**config.mk**
```make
export PLATFORM = sky130hd
export DESIGN_NAME = coin_feeder
export DESIGN_NICKNAME = d
export VERILOG_FILES = /design/src/rtl/coin_feeder.sv
export SDC_FILE = /design/constraint.sdc
export NUM_CORES = 1
export LEC_CHECK = 0
export ABC_CLOCK_PERIOD_IN_PS = 2200
export CORE_MARGIN = 2
export CORE_UTILIZATION = 48
export CTS_BUF_LIST = sky130_fd_sc_hd__clkbuf_8
export DETAILED_ROUTE_END_ITERATION = 8
export GPL_TIMING_DRIVEN = 0
export PLACE_DENSITY = 0.77
export SYNTH_ARGS = -nofsm -noshare
export SYNTH_HDL_FRONTEND = slang
export SYNTH_SLANG_ARGS = --single-unit
```
**constraint.sdc**
```tcl
create_clock -name clk -period 2.2 [get_ports clk]
set_input_delay 0.44 -clock clk [delete_from_list [all_inputs] [get_ports clk]]
set_output_delay 0.44 -clock clk [all_outputs]
set_load 0.01 [all_outputs]
```
**src/rtl/coin_feeder.sv**
```systemverilog
// coin_feeder: pays for a vending transaction by feeding a sequence of
// 10-unit and 5-unit coins onto a registered coin bus, one coin per pulse,
// with GAP idle cycles after every coin, and counts the vending machine's
// dispense / change-5 responses.
//
// Ports
//   clk          system clock, rising edge
//   rst          asynchronous active-low reset
//   start        one-cycle transaction request, honoured only in IDLE
//   num10        number of 10-unit coins (sampled on accepted start)
//   num5         number of 5-unit coins (sampled on accepted start)
//   fives_first  0: all 10s then 5s, 1: all 5s then 10s
//   dispense     vending machine response, valid in the coin cycle
//   chg5         vending machine change-5 response, valid in the coin cycle
//   coin         2'b01 = 5, 2'b10 = 10, 2'b00 = none (2'b11 never driven)
//   busy         high from the cycle after accepted start through done
//   done         one-cycle pulse at transaction end
//   items        dispense responses seen in the current/last transaction
//   change5      chg5 responses seen in the current/last transaction
//   dbg_state    current FSM state (0 IDLE, 1 DRIVE, 2 GAP, 3 DONE)
//
// Handshake: there is no backpressure. A start pulse is accepted on a rising
// edge only while the FSM is IDLE; a start seen in any other state is dropped.
// dispense/chg5 are Mealy responses to the coin on the bus and are counted at
// the edge that ends any non-IDLE cycle.
//
// GAP must be in 1..7 (the gap counter is 3 bits wide).

module coin_feeder #(
  parameter int GAP = 1
) (
  input  logic       clk,
  input  logic       rst,
  input  logic       start,
  input  logic [2:0] num10,
  input  logic [3:0] num5,
  input  logic       fives_first,
  input  logic       dispense,
  input  logic       chg5,
  output logic [1:0] coin,
  output logic       busy,
  output logic       done,
  output logic [3:0] items,
  output logic [3:0] change5,
  output logic [1:0] dbg_state
);

  typedef enum logic [1:0] {
    ST_IDLE  = 2'd0,
    ST_DRIVE = 2'd1,
    ST_GAP   = 2'd2,
    ST_DONE  = 2'd3
  } state_t;

  localparam logic [1:0] COIN_NONE = 2'b00;
  localparam logic [1:0] COIN_5    = 2'b01;
  localparam logic [1:0] COIN_10   = 2'b10;
  localparam logic [2:0] GAP_LAST  = 3'(GAP - 1);

  state_t     state_q,   state_d;
  logic [2:0] n10_q,     n10_d;
  logic [3:0] n5_q,      n5_d;
  logic       ff_q,      ff_d;
  logic [2:0] gap_cnt_q, gap_cnt_d;
  logic [1:0] coin_q,    coin_d;
  logic       busy_q,    busy_d;
  logic       done_q,    done_d;
  logic [3:0] items_q,   items_d;
  logic [3:0] change5_q, change5_d;

  // Coin selection works from the live inputs when launching the first coin
  // out of IDLE, and from the latched remaining counts otherwise.
  logic [2:0] src_n10;
  logic [3:0] src_n5;
  logic       src_ff;
  logic       pick_ten;
  logic [1:0] next_coin;
  logic [2:0] next_n10;
  logic [3:0] next_n5;

  always_comb begin
    src_n10 = (state_q == ST_IDLE) ? num10       : n10_q;
    src_n5  = (state_q == ST_IDLE) ? num5        : n5_q;
    src_ff  = (state_q == ST_IDLE) ? fives_first : ff_q;
    // When the preferred type is exhausted, fall through to the other one
    // directly so no extra gap is inserted at the switch-over.
    pick_ten  = src_ff ? (src_n5 == 4'd0) : (src_n10 != 3'd0);
    next_coin = pick_ten ? COIN_10 : COIN_5;
    next_n10  = pick_ten ? (src_n10 - 3'd1) : src_n10;
    next_n5   = pick_ten ? src_n5 : (src_n5 - 4'd1);
  end

  always_comb begin
    state_d   = state_q;
    n10_d     = n10_q;
    n5_d      = n5_q;
    ff_d      = ff_q;
    gap_cnt_d = gap_cnt_q;
    coin_d    = COIN_NONE;
    items_d   = items_q;
    change5_d = change5_q;

    case (state_q)
      ST_IDLE: begin
        if (start) begin
          ff_d      = fives_first;
          items_d   = 4'd0;
          change5_d = 4'd0;
          if (num10 == 3'd0 && num5 == 4'd0) begin
            n10_d   = 3'd0;
            n5_d    = 4'd0;
            state_d = ST_DONE;
          end else begin
            // coin is registered, so the first coin is loaded here to
            // appear on the bus in the cycle right after start.
            n10_d   = next_n10;
            n5_d    = next_n5;
            coin_d  = next_coin;
            state_d = ST_DRIVE;
          end
        end
      end

      ST_DRIVE: begin
        gap_cnt_d = 3'd0;
        state_d   = ST_GAP;
      end

      ST_GAP: begin
        if (gap_cnt_q == GAP_LAST) begin
          if (n10_q != 3'd0 || n5_q != 4'd0) begin
            n10_d   = next_n10;
            n5_d    = next_n5;
            coin_d  = next_coin;
            state_d = ST_DRIVE;
          end else begin
            state_d = ST_DONE;
          end
        end else begin
          gap_cnt_d = gap_cnt_q + 3'd1;
        end
      end

      ST_DONE: begin
        state_d = ST_IDLE;
      end

      default: begin
        state_d = ST_IDLE;
      end
    endcase

    // Responses count in every non-IDLE state, saturating at 15.
    if (state_q != ST_IDLE) begin
      if (dispense && items_q != 4'hf) begin
        items_d = items_q + 4'd1;
      end
      if (chg5 && change5_q != 4'hf) begin
        change5_d = change5_q + 4'd1;
      end
    end

    busy_d = (state_d != ST_IDLE);
    done_d = (state_d == ST_DONE);
  end

  always_ff @(posedge clk or negedge rst) begin
    if (!rst) begin
      state_q   <= ST_IDLE;
      n10_q     <= 3'd0;
      n5_q      <= 4'd0;
      ff_q      <= 1'b0;
      gap_cnt_q <= 3'd0;
      coin_q    <= COIN_NONE;
      busy_q    <= 1'b0;
      done_q    <= 1'b0;
      items_q   <= 4'd0;
      change5_q <= 4'd0;
    end else begin
      state_q   <= state_d;
      n10_q     <= n10_d;
      n5_q      <= n5_d;
      ff_q      <= ff_d;
      gap_cnt_q <= gap_cnt_d;
      coin_q    <= coin_d;
      busy_q    <= busy_d;
      done_q    <= done_d;
      items_q   <= items_d;
      change5_q <= change5_d;
    end
  end

  assign coin      = coin_q;
  assign busy      = busy_q;
  assign done      = done_q;
  assign items     = items_q;
  assign change5   = change5_q;
  assign dbg_state = state_q;

endmodule

```
==> impl_metrics.csv <==
group,metric,value,unit
run_status,outcome,"finished, violations left",
run_status,violations,"design-rule violations, negative setup slack",
setup_path,r2r_cells,9,
routing,viasPerCell,5.95,
logic_synthesis,synth.area.top_cells,"dfrtp_1, mux2i_1, ha_1",
floorplan,ioPinCount,27,
logic_synthesis,synth-seq-cells,25,
routing,routed_wl,3490,um
finish,diodes,0,
logic_synthesis,synth_edf_count,0,
clock_tree,clk-insertion-delay-late,0.26,ns
finish,fin_util,70.2,%
logic_synthesis,synth_mux_area_share,10.4,%
job,maxCapViolCount,0,
floorplan,fp.dieW,58.8,um
logic_synthesis,yosysUniqueCellTypes,37,
logic_synthesis,synth_top_family_by_area,"compound AO/OA/AOI/OAI gates",
pwr,seq_power_share,27.2,%
pwr,p_comb_share,63.6,%
grt,grt_pass1_wl,5410,um
logic_synthesis,syn_nets,164,
pwr,powerDensity,1480,mW/mm^2
routing,drt_iter0_drc,55,
logic_synthesis,syn-instance-count,143,
grt,grt_util_all_layers,19.9,%
sta,max_freq,0.444,GHz
pwr,clkPwrFrac,9.3,%
setup_path,path_class,"register to register",
logic_synthesis,synth_ff_type,"dfrtp_1",
routing,wl_per_cell,16.3,um
routing,first_pass_iters,6,
grt,gr-total-overflow,0,
floorplan,rows,19,
floorplan,die_area,0.00346,sq mm
logic_synthesis,synth_xor_area_share,2.43,%
placed_design,postPlaceCellArea,0.00174,sq mm
pwr,netSwitchingFraction,41.3,%
logic_synthesis,synth_fa_ha_area_share,6.94,%
finish,drive_gt1_share,16.9,%
setup_path,cp-end-kind,"register",
sta,setup_viol,3,
sta,rsz0062_at_grt,"true",
logic_synthesis,synth.top_cell.area_share,43.4,%
logic_synthesis,synth-simple-area-share,16.0,%
placed_design,dp_cells,200,
sta,hold_viol_final,0,
sta,timing_worst_slew_pin_value,1.12,ns
sta,min_period_over_period,102,%
clock_tree,clockBufferDepth,2,
finish,finish.instance_area,0.00197,sq mm
grt,grt_max_degree,26,
routing,vias,1274,
setup_path,arrival,2.40,ns
setup_path,crit_fanout,5,
pwr,cellLeakagePower,0.857,nW
setup_path,cp-start-kind,"register",
clock_tree,clockRootBuffer,"clkbuf_8",
sta,slew_headroom,25.4,%
clock_tree,clock-sinks,25,
pwr,switchingPower,0.00120,W
hold_path,hold_path_depth,2,
setup_path,critPathRequiredTime,2.35,ns
logic_synthesis,synth_compound_area_share,18.1,%
clock_tree,ctsHoldBuffers,0,
logic_synthesis,syn_area,0.00144,sq mm
pwr,ir_worst_vdd,0.733,mV
sta,setup_ws,-0.0505,ns
grt,antenna_found_initial,0,
clock_tree,numCtsBuffers,3,
floorplan,start_util,51.4,%
finish,stdcell_count,214,
sta,holdWs,0.512,ns
floorplan,fp.coreArea,0.00281,sq mm
logic_synthesis,seq_area_frac_synth,43.4,%
finish,mostFrequentLayoutCells,"clkdlybuf4s50_1, dfrtp_1, nand2_1, mux2i_1",
grt,grt_pass1_vias,1210,
floorplan,fp.dieH,58.8,um
finish,final_common_cell,"clkdlybuf4s50_1",
hold_path,hold_path_class,"register to register",
placed_design,io_buffers,26,
logic_synthesis,ys_warn_count,0,
routing,ant_nets,0,
clock_tree,htreeDepth,1,
routing,remaining_drc_errors,2,
pwr,intPower,0.00171,W
finish,nets,205,
placed_design,dp_hpwl,2360,um
sta,period_minus_slack,2.25,ns
logic_synthesis,synth_largest_area_cell,"dfrtp_1",
logic_synthesis,async_reset_ff_share,100,%
clock_tree,tritoncts,"done",
clock_tree,clkTransAtPathRegs,0.09,ns
finish,syn_to_final_growth,36.5,%
sta,maxSlewViolCount,0,
logic_synthesis,syn_area_per_cell,10.1,sq um
sta,skew,0.00282,ns
placed_design,gp_congestion,0.804,
sta,final.setup.tns,-0.0875,ns
## metal layers
metal  GRT usage (%)  wire (um)  vias up
met5               0          0        -
met1            28.2       1540      638
met4            2.60         15        0
met2            33.5       1790       25
li1                -          -      609
met3            2.64        138        2
## path summary, 6_finish.rpt
| kind | start | endpoint | slack, ns |
|---|---|---|---|
| max | dbg_state[1]$_DFF_PN0_ | coin[0]$_DFF_PN0_ | -0.05 |
| min | ff_q$_DFFE_PN0P_ | ff_q$_DFFE_PN0P_ | 0.51 |
| max reg2reg | dbg_state[1]$_DFF_PN0_ | coin[0]$_DFF_PN0_ | -0.05 |
| min reg2reg | ff_q$_DFFE_PN0P_ | ff_q$_DFFE_PN0P_ | 0.51 |
| max in group asynchronous | rst | dbg_state[1]$_DFF_PN0_ | 0.69 |
| min in group asynchronous | rst | gap_cnt_q[0]$_DFFE_PN0P_ | 0.77 |
## cell type report
| type | instances | area, sq um |
|---|---|---|
| Clock inverter | 1 | 5.00 |
| Sequential cell | 25 | 628 |
| Tap cell | 31 | 38.8 |
| Inverter | 5 | 18.8 |
| Multi-Input combinational cell | 109 | 856 |
| Buffer | 4 | 28.8 |
| Timing Repair Buffer | 36 | 353 |
| Clock buffer | 3 | 41.3 |
| Fill cell | 218 | 836 |
## what timing repair did
action,4_1_cts,5_1_grt
setup buffers,2,7
pin swaps,1,4
gates cloned,0,1
gates resized for setup,8,10
endpoints found under the setup margin,8,7
## per-stage QoR
step / setup slack, ns / power [W]
2_1_floorplan: 0.0232 / 0.00176
3_3_place_gp: -0.161 / 0.00215
3_5_place_dp: -0.219 / 0.00221
4_1_cts: 0.0307 / 0.00258
5_1_grt: -0.0855 / 0.00313
6_report: -0.0505 / 0.00292
## worst max-delay path, stage by stage, from the launching register on
cell,delay (ns)
dfrtp_2,0.45
nor2_4,0.16
buf_8,0.15
mux2i_4,0.09
ha_4,0.19
ha_4,0.15
a211oi_1,0.41
a31oi_2,0.15
buf_4,0.19
a32o_1,0.20
## power by group through the flow
stage          sequential, W  combinational [W]  clock, W
2_1_floorplan       0.000800           0.000956         0
3_3_place_gp        0.000777            0.00137         0
3_5_place_dp        0.000784            0.00142         0
4_1_cts             0.000781            0.00153  0.000272
5_1_grt             0.000818            0.00202  0.000299
6_report            0.000792            0.00185  0.000270
## cells in the mapped netlist, types with 2 or more instances
cell,count
dfrtp_1,25
nor3_1,4
o21ai_0,9
o21a_1,2
o22ai_1,2
a211oi_1,2
a31oi_1,2
ha_1,8
a21o_1,3
a21oi_1,6
nand3_1,4
nand4_1,3
xor2_1,3
mux2i_1,15
nand2_1,13
inv_1,5
nand2b_1,4
a22o_1,4
nor4_1,4
buf_2,2
nor2_1,7
## sequential cells by signal, indices dropped and copies added, names as in the netlist
name and count:
items 4, busy 1, n5_q 4, gap_cnt_q 3, n10_q 3, coin 2
done 1, ff_q 1, dbg_state 2, change5 4
## kinds of logic after synthesis
| logic type | count (synthesis) |
|---|---|
| AO/OA/AOI/OAI | 37 |
| AND/OR/NAND/NOR | 45 |
| multiplexers | 15 |
| buffers and inverters | 9 |
| adder cells (fa/ha/maj) | 8 |
| flip-flops | 25 |
| XOR/XNOR | 4 |
Note: power is estimated with default switching activity, not from simulation.
